--- src/rtl/cpu54_pkg.sv ---
// Shared constants and types for the register file and its read ports.
package cpu54_pkg;

    localparam int DATA_W = 32;
    localparam int ADDR_W = 5;
    localparam int NREG   = 1 << ADDR_W;

    localparam logic [ADDR_W-1:0] REG_ZERO = 5'd0;
    localparam logic [ADDR_W-1:0] REG_RA   = 5'd31;

    typedef enum logic {
        IDLE  = 1'b0,
        SWEEP = 1'b1
    } rf_state_t;

endpackage

--- src/rtl/regfile_rd_port.sv ---
// One asynchronous read port: array mux, r0 forced to zero, optional write-through.
// Write-through forwarding is compiled in when REGFILE_BYPASS_EN is defined.
module regfile_rd_port
    import cpu54_pkg::*;
(
    input  logic [DATA_W-1:0] regs [NREG],
`ifdef REGFILE_BYPASS_EN
    input  logic              byp_valid,
    input  logic [ADDR_W-1:0] byp_addr,
    input  logic [DATA_W-1:0] byp_data,
`endif
    input  logic [ADDR_W-1:0] raddr,
    output logic [DATA_W-1:0] rdata
);

    always_comb begin
        rdata = regs[raddr];
`ifdef REGFILE_BYPASS_EN
        if (byp_valid && (byp_addr == raddr)) begin
            rdata = byp_data;
        end
`endif
        // r0 is forced last so neither storage nor forwarding can make it nonzero.
        if (raddr == REG_ZERO) begin
            rdata = '0;
        end
    end

endmodule

--- src/rtl/regfile_32x32.sv ---
// MIPS 32x32 register file: two async read ports, one sync write port, clear-sweep engine.
// Define REGFILE_BYPASS_EN to forward a same-cycle write to matching read ports.
module regfile_32x32
    import cpu54_pkg::*;
(
    input  logic              clk,
    input  logic              rst,
    input  logic              iWe,
    input  logic [ADDR_W-1:0] iWaddr,
    input  logic [DATA_W-1:0] iWdata,
    input  logic [ADDR_W-1:0] iRaddr1,
    input  logic [ADDR_W-1:0] iRaddr2,
    input  logic              iClr,
    output logic [DATA_W-1:0] oRdata1,
    output logic [DATA_W-1:0] oRdata2,
    output logic              oBusy
);

    logic [DATA_W-1:0] regs_q [NREG];
    logic [DATA_W-1:0] regs_d [NREG];
    rf_state_t         state_q, state_d;
    logic [ADDR_W-1:0] cnt_q, cnt_d;
    logic              busy_q, busy_d;
    logic              we_taken;

    assign we_taken = iWe && (iWaddr != REG_ZERO) && (state_q == IDLE) && !iClr;

    always_comb begin
        regs_d  = regs_q;
        state_d = state_q;
        cnt_d   = cnt_q;
        busy_d  = busy_q;
        case (state_q)
            IDLE: begin
                if (iClr) begin
                    state_d = SWEEP;
                    cnt_d   = ADDR_W'(1);
                    busy_d  = 1'b1;
                end else if (we_taken) begin
                    regs_d[iWaddr] = iWdata;
                end
            end
            SWEEP: begin
                regs_d[cnt_q] = '0;
                if (cnt_q == REG_RA) begin
                    state_d = IDLE;
                    cnt_d   = '0;
                    busy_d  = 1'b0;
                end else begin
                    cnt_d = cnt_q + ADDR_W'(1);
                end
            end
            default: state_d = IDLE;
        endcase
        regs_d[REG_ZERO] = '0;
    end

    // NOTE: the storage array sits in the reset branch because the file must read all-zero
    // the moment rst rises; a reset-less array would keep stale data until rewritten.
    always_ff @(posedge clk or posedge rst) begin
        if (rst) begin
            for (int i = 0; i < NREG; i++) begin
                regs_q[i] <= '0;
            end
            state_q <= IDLE;
            cnt_q   <= '0;
            busy_q  <= 1'b0;
        end else begin
            regs_q  <= regs_d;
            state_q <= state_d;
            cnt_q   <= cnt_d;
            busy_q  <= busy_d;
        end
    end

    assign oBusy = busy_q;

    regfile_rd_port u_rd_port1 (
        .regs      (regs_q),
`ifdef REGFILE_BYPASS_EN
        .byp_valid (we_taken),
        .byp_addr  (iWaddr),
        .byp_data  (iWdata),
`endif
        .raddr     (iRaddr1),
        .rdata     (oRdata1)
    );

    regfile_rd_port u_rd_port2 (
        .regs      (regs_q),
`ifdef REGFILE_BYPASS_EN
        .byp_valid (we_taken),
        .byp_addr  (iWaddr),
        .byp_data  (iWdata),
`endif
        .raddr     (iRaddr2),
        .rdata     (oRdata2)
    );

endmodule

--- config.mk ---
export PLATFORM = sky130hd
export DESIGN_NAME = regfile_32x32
export DESIGN_NICKNAME = d
export VERILOG_FILES = /design/src/rtl/cpu54_pkg.sv /design/src/rtl/regfile_rd_port.sv /design/src/rtl/regfile_32x32.sv
export SDC_FILE = /design/constraint.sdc
export NUM_CORES = 2
export LEC_CHECK = 0
export BUFFER_PORTS_ARGS = -buffer_cell sky130_fd_sc_hd__buf_4
export CAP_MARGIN = 20
export CORE_UTILIZATION = 57
export DETAILED_ROUTE_END_ITERATION = 6
export GPL_TIMING_DRIVEN = 0
export PLACE_DENSITY_LB_ADDON = 0.25
export SYNTH_ARGS = -nofsm -noshare
export SYNTH_HDL_FRONTEND = slang
export SYNTH_SLANG_ARGS = --single-unit
--- constraint.sdc ---
create_clock -name clk -period 79.2 [get_ports clk]
set_input_delay 23.76 -clock clk [delete_from_list [all_inputs] [get_ports clk]]
set_output_delay 23.76 -clock clk [all_outputs]
set_load 0.01 [all_outputs]
# Word level (Yosys, flattened, before mapping)

Cells that the tools add are included.

Bitwise operators: 7
Equality and inequality tests: 5
Order comparisons: 6
Reductions and logical operators: 11
Mux-type cells: 25
Add/sub/neg operators: 1

Operators with widths:

| cell                                                  | count |
|---|---|
| two-way mux 992 bit                                   | 2 |
| case mux 992 bit (2 select lines)                     | 1 |
| bitwise mux 1024 bit                                  | 1 |
| AND 992 bit                                           | 1 |
| inverter 992 bit                                      | 1 |
| binary-select mux 32 bit (select 5 bit)               | 2 |
| demux 32 bit (select 5 bit)                           | 2 |
| two-way mux 32 bit                                    | 8 |
| >= comparator 6 bit, second input constant            | 4 |
| inverter 5 -> 6 bit                                   | 4 |
| < comparator 6 x 1 -> 1 bit, second input constant    | 2 |
| zero test 5 bit                                       | 2 |
| two-way mux 5 bit                                     | 2 |
| case mux 5 bit (2 select lines)                       | 1 |
| inequality test 2 bit, second input constant          | 3 |
| adder 5 x 1 -> 5 bit, second input constant           | 1 |
| == test 5 bit, second input constant                  | 1 |
| logical AND 1 bit                                     | 5 |
| nonzero test 5 bit                                    | 1 |
| two-way mux 1 bit                                     | 4 |
| case mux 1 bit (2 select lines)                       | 2 |
| AND reduction 2 bit                                   | 2 |
| inequality test 2 x 1 -> 1 bit, second input constant | 1 |
| zero test 1 bit                                       | 1 |
| inverter 1 bit                                        | 1 |

Output and inout bits: 65
Bits of input ports: 51
Register bits: 999
Word-level logic and storage cells: 89

# Depth between registers and ports, before layout

Word-level depth: 9
Depth in mapped cells: 9
Depth with buffers taken out: 6

# Modules after synthesis

A second synthesis with hierarchy kept.

Cell total of the unflattened synthesis: 3837
Area, all modules: 53314.9 um2

By module, submodules not included:

| module          | cells an instance | sequential area each (um2) | area an instance (um2) | instances |
|---|---|---|---|---|
| regfile_32x32   | 2509              | 24999.0                    | 36578.8                | 1 |
| regfile_rd_port | 664               | 0.0                        | 8368.0                 | 2 |

# Worst setup path after synthesis

OpenSTA, ideal clock, no wires.

Kind: input to output
From: input iRaddr2[1]
To: output oRdata2[20]
Path slack: 29.948 ns
Stages: 9
Data required time: 55.440 ns
Path buffers: 5
Arrival: 25.492 ns
Cell sequence: clkbuf_1 > buf_2 > buf_2 > buf_4 > buf_2 > mux2i_1 > a22oi_1 > a21oi_1 > nor4_1

Word-level cells in the longest chain between the ends: 5
Elaborated cells between the ends (all ways): 6
Classes of those cells: mux (4); bitwise (1); reduce/logical (1)

Ends and longest elaborated chain:

| element                                               | RTL line              | text |
|---|---|---|
| from (decl)                                           | regfile_32x32.sv:12   | `input logic [ADDR_W-1:0] iRaddr2,` |
| inverter 5 -> 6 bit (implied by the code)             | regfile_rd_port.sv:17 | `rdata = regs[raddr];` |
| binary-select mux 32 bit (select 5 bit)               | regfile_rd_port.sv:17 |  |
| two-way mux 32 bit (implied by the code) (2 in a row) | regfile_rd_port.sv:17 |  |
| two-way mux 32 bit (*)                                | regfile_rd_port.sv:24 | `if (raddr == REG_ZERO) begin` |
| to (decl)                                             | regfile_32x32.sv:15   | `output logic [DATA_W-1:0] oRdata2,` |

Every way passes the cells marked *; elsewhere a longest branch is shown, timed or not. The select of a mux whose other input is x is not followed.

# Worst setup path after layout

From: input iRaddr1[2]
To: output oRdata1[29]

Word-level cells in the longest chain between the ends: 5
Elaborated cells between the ends (all ways): 6
Classes of those cells: mux (4); bitwise (1); reduce/logical (1)

Ends and longest elaborated chain:

| element                                               | RTL line              | text |
|---|---|---|
| from (decl)                                           | regfile_32x32.sv:11   | `input logic [ADDR_W-1:0] iRaddr1,` |
| inverter 5 -> 6 bit (implied by the code)             | regfile_rd_port.sv:17 |  |
| binary-select mux 32 bit (select 5 bit)               | regfile_rd_port.sv:17 |  |
| two-way mux 32 bit (implied by the code) (2 in a row) | regfile_rd_port.sv:17 |  |
| two-way mux 32 bit (*)                                | regfile_rd_port.sv:24 |  |
| to (decl)                                             | regfile_32x32.sv:14   | `output logic [DATA_W-1:0] oRdata1,` |

Marked as above.

==> impl_metrics.ini <==
[floorplan]
die-width_um = 309
start_util_pct = 57.6
die_h_um = 309
ios = 116
coreArea_sq_mm = 0.0935
dieArea_sq_mm = 0.0957
fp-row-count = 112

[synth]
syn_inst = 5307
synthesis.nets = 5363
synth_edf_count = 0
synth_seq_cells = 999
yosysSeqAreaShare_pct = 46.4
yosysTopAreaCell = dfrtp_1
syn_area_per_cell_sq_um = 10.1
synth_top_area_share_pct = 46.4
async_flop_share_pct = 100
synth_cell_types = 46
yosysWarnings = 0
syn-cell-area_sq_mm = 0.0539
synthFlopType = dfrtp_1
netlist_top_cells_area = dfrtp_1 (46%), mux2i_1 (12%), a22o_1 (8.3%)

[timing]
fmax_mhz = 19.2
hold_viol_final = 0
skew_ns = 0.0255
finalWorstSetupSlack_ns = 27.03
finalCriticalPeriod_ns = 52.18
slew_viol_final = 0
relSlewSlack_pct = 5.17
worst_pin_slew_ns = 1.42
rsz0062_at_grt = false
finalSetupTns_ns = 0
setup_viol = 0
period_share_pct = 65.9

[global_route]
grt_start_max_net_pins = 127
grt_pass1_wl_mm = 364
gr-total-overflow = 0
first_global_vias = 49800
grt_antenna_before_repair = 17
track_usage_pct = 54.5

[clock_network]
cts_root_buf = clkbuf_16
clock-sinks = 999
clkSlewWorstSetupHoldPaths_ns = 0.06
cts_resized = 0
clk_latency_ns = 0.75
cts_buffer_depth = 3
cts_made_buffers = 110
cts_hold_buf = 0
cts_tree = done
htreeDepth = 3
cts_setup_buffers = 0

[worst_setup_path]
crit_path_max_incr_delay_ns = 0.94
regToRegStartpoint = state_q$_DFF_PP0_
required_ns = 55.44
worstPathMaxFanout = 10
setup.worst_path.start = iRaddr1[2]
critPathLaunchType = input port
critPathSlowestCell = clkbuf_1
crit_arrival_ns = 28.41
worstSetupEndpointType = primary output
crit_chain = clkbuf_1 -> buf_1 -> nand2_1 -> clkbuf_1 -> o22ai_1 -> nor3_1 -> nor3_1 -> buf_4
critPathKind = input port to primary output

[placement]
place.gp.congestion = 1.09
hpwlAfterDp_mm = 185
numPortBuffers = 110
dpl-instance-area_sq_mm = 0.0569
pre_cts_slack_ns = 27.71

[routing]
viasPerCell = 7.63
drc = 31
drtIter0Drc = 10600
routed.top_layer = met5
route.met3.wl_mm = 45.6
postRouteAntennaNets = 0
routed_wl_mm = 264
drtPass1Iterations = 7
wl_met2_mm = 101
dr_total_vias = 53000
drt-met1-wl_mm = 88.6
avgRoutedWirePerCell_um = 38.0

[layout]
areaGrowthSynthToFinish_pct = 13.1
final_common_cell = nand2_1
ff_latch_area_sq_mm = 0.0250
final_cell_mix = nand2_1 (1046), dfrtp_1 (999), mux2i_1 (638)
nets = 5641
stdcell_area_sq_mm = 0.0609
drive_gt1_share_pct = 12.1
nFillCells = 7493
multi_input_area_sq_mm = 0.0265

[status]
status = complete, but fails checks
failed_checks = design-rule violations

[power]
total_power_w = 0.00171
p_per_area_mw_per_mm2 = 28.0
power_leakage_nw = 27.3
peakVddDrop_v = 0.0000206

[min_path]
min-delay-start = regs_q[595]$_DFFE_PP0P_
hp-class = flip-flop to flip-flop

[run]
max_cap_violations = 0
-- critical path: cells and delay by family --
family	cells	cell delay (ns)
compound gates	1	0.30
buf+inv	4	2.63
simple gates	3	1.67
-- metrics by stage --
stage / hold slack, ns / std cells / utilization (%)
CTS: 0.517 / 6905 / 64.8
detailed placement: 0.500 / 6705 / 60.8
global placement: 0.497 / 6671 / 60.2
finish: 0.522 / 6944 / 65.2
floorplan: 0.477 / 5307 / -
global route: 0.532 / 6929 / 65.1
-- final timing paths --
path / endpoint / cells after the start / slack, ns
max reg2reg: regs_q[750]$_DFFE_PP0P_ / 7 / 75.21
min in group asynchronous: regs_q[803]$_DFFE_PP0P_ / 2 / 23.10
max: oRdata1[29] / 8 / 27.03
max in group asynchronous: regs_q[403]$_DFFE_PP0P_ / 5 / 53.73
min: regs_q[595]$_DFFE_PP0P_ / 1 / 0.52
min reg2reg: regs_q[595]$_DFFE_PP0P_ / 1 / 0.52
-- area by class of cell --
class | instances | share of cell area, %
sequential | 999 | 41.0
clock buffer | 162 | 5.31
multi-input combinational | 3717 | 43.5
timing repair buffer | 166 | 2.77
clock inverter | 38 | 0.729
inverter | 5 | 0.0431
antenna | 17 | 0.0698
buffer | 586 | 3.92
tap | 1254 | 2.58
-- cells by family after synthesis --
family                   after synthesis  share of synthesized area (%)
XOR/XNOR                               2                         0.0325
multiplexers                         831                           18.6
buffers and inverters                591                           4.47
AND/OR/NAND/NOR                     1384                           11.2
AO/OA/AOI/OAI                       1495                           19.2
flip-flops                           999                           46.4
adder cells (fa/ha/maj)                5                          0.116
-- where the power goes --
| group | total, W | leakage (nW) | internal (W) | switching (W) |
|---|---|---|---|---|
| clock network | 0.000541 | 1.83 | 0.000310 | 0.000230 |
| logic | 0.000430 | 12.1 | 0.000158 | 0.000271 |
| registers | 0.000738 | 13.3 | 0.000631 | 0.000107 |
-- state kept, by name, indices dropped and copies added (netlist names) --
signal and cells:
regs_q 992, cnt_q 5, oBusy 1, state_q 1
-- synth_stat cells (all sizes together) (5+ instances only) --
cell / count
a22oi: 64
mux2: 64
a22o: 513
a21oi: 46
nor4: 39
o22ai: 257
nand3: 35
nand2b: 9
nand2: 1046
clkbuf: 450
o21ai: 483
dfrtp: 999
mux4: 129
mux2i: 638
and3: 7
buf: 136
inv: 5
nor3: 181
a211oi: 34
nor2b: 41
a221o: 63
ha: 5
a31oi: 34
-- routing by layer --
metal	track usage, %	vias to the layer above
met5	2.43	-
met4	45.3	22
met3	27.9	1490
met2	71.4	5634
met1	65.8	25700
li1	-	20100
Note: power is estimated with default switching activity, not from simulation.
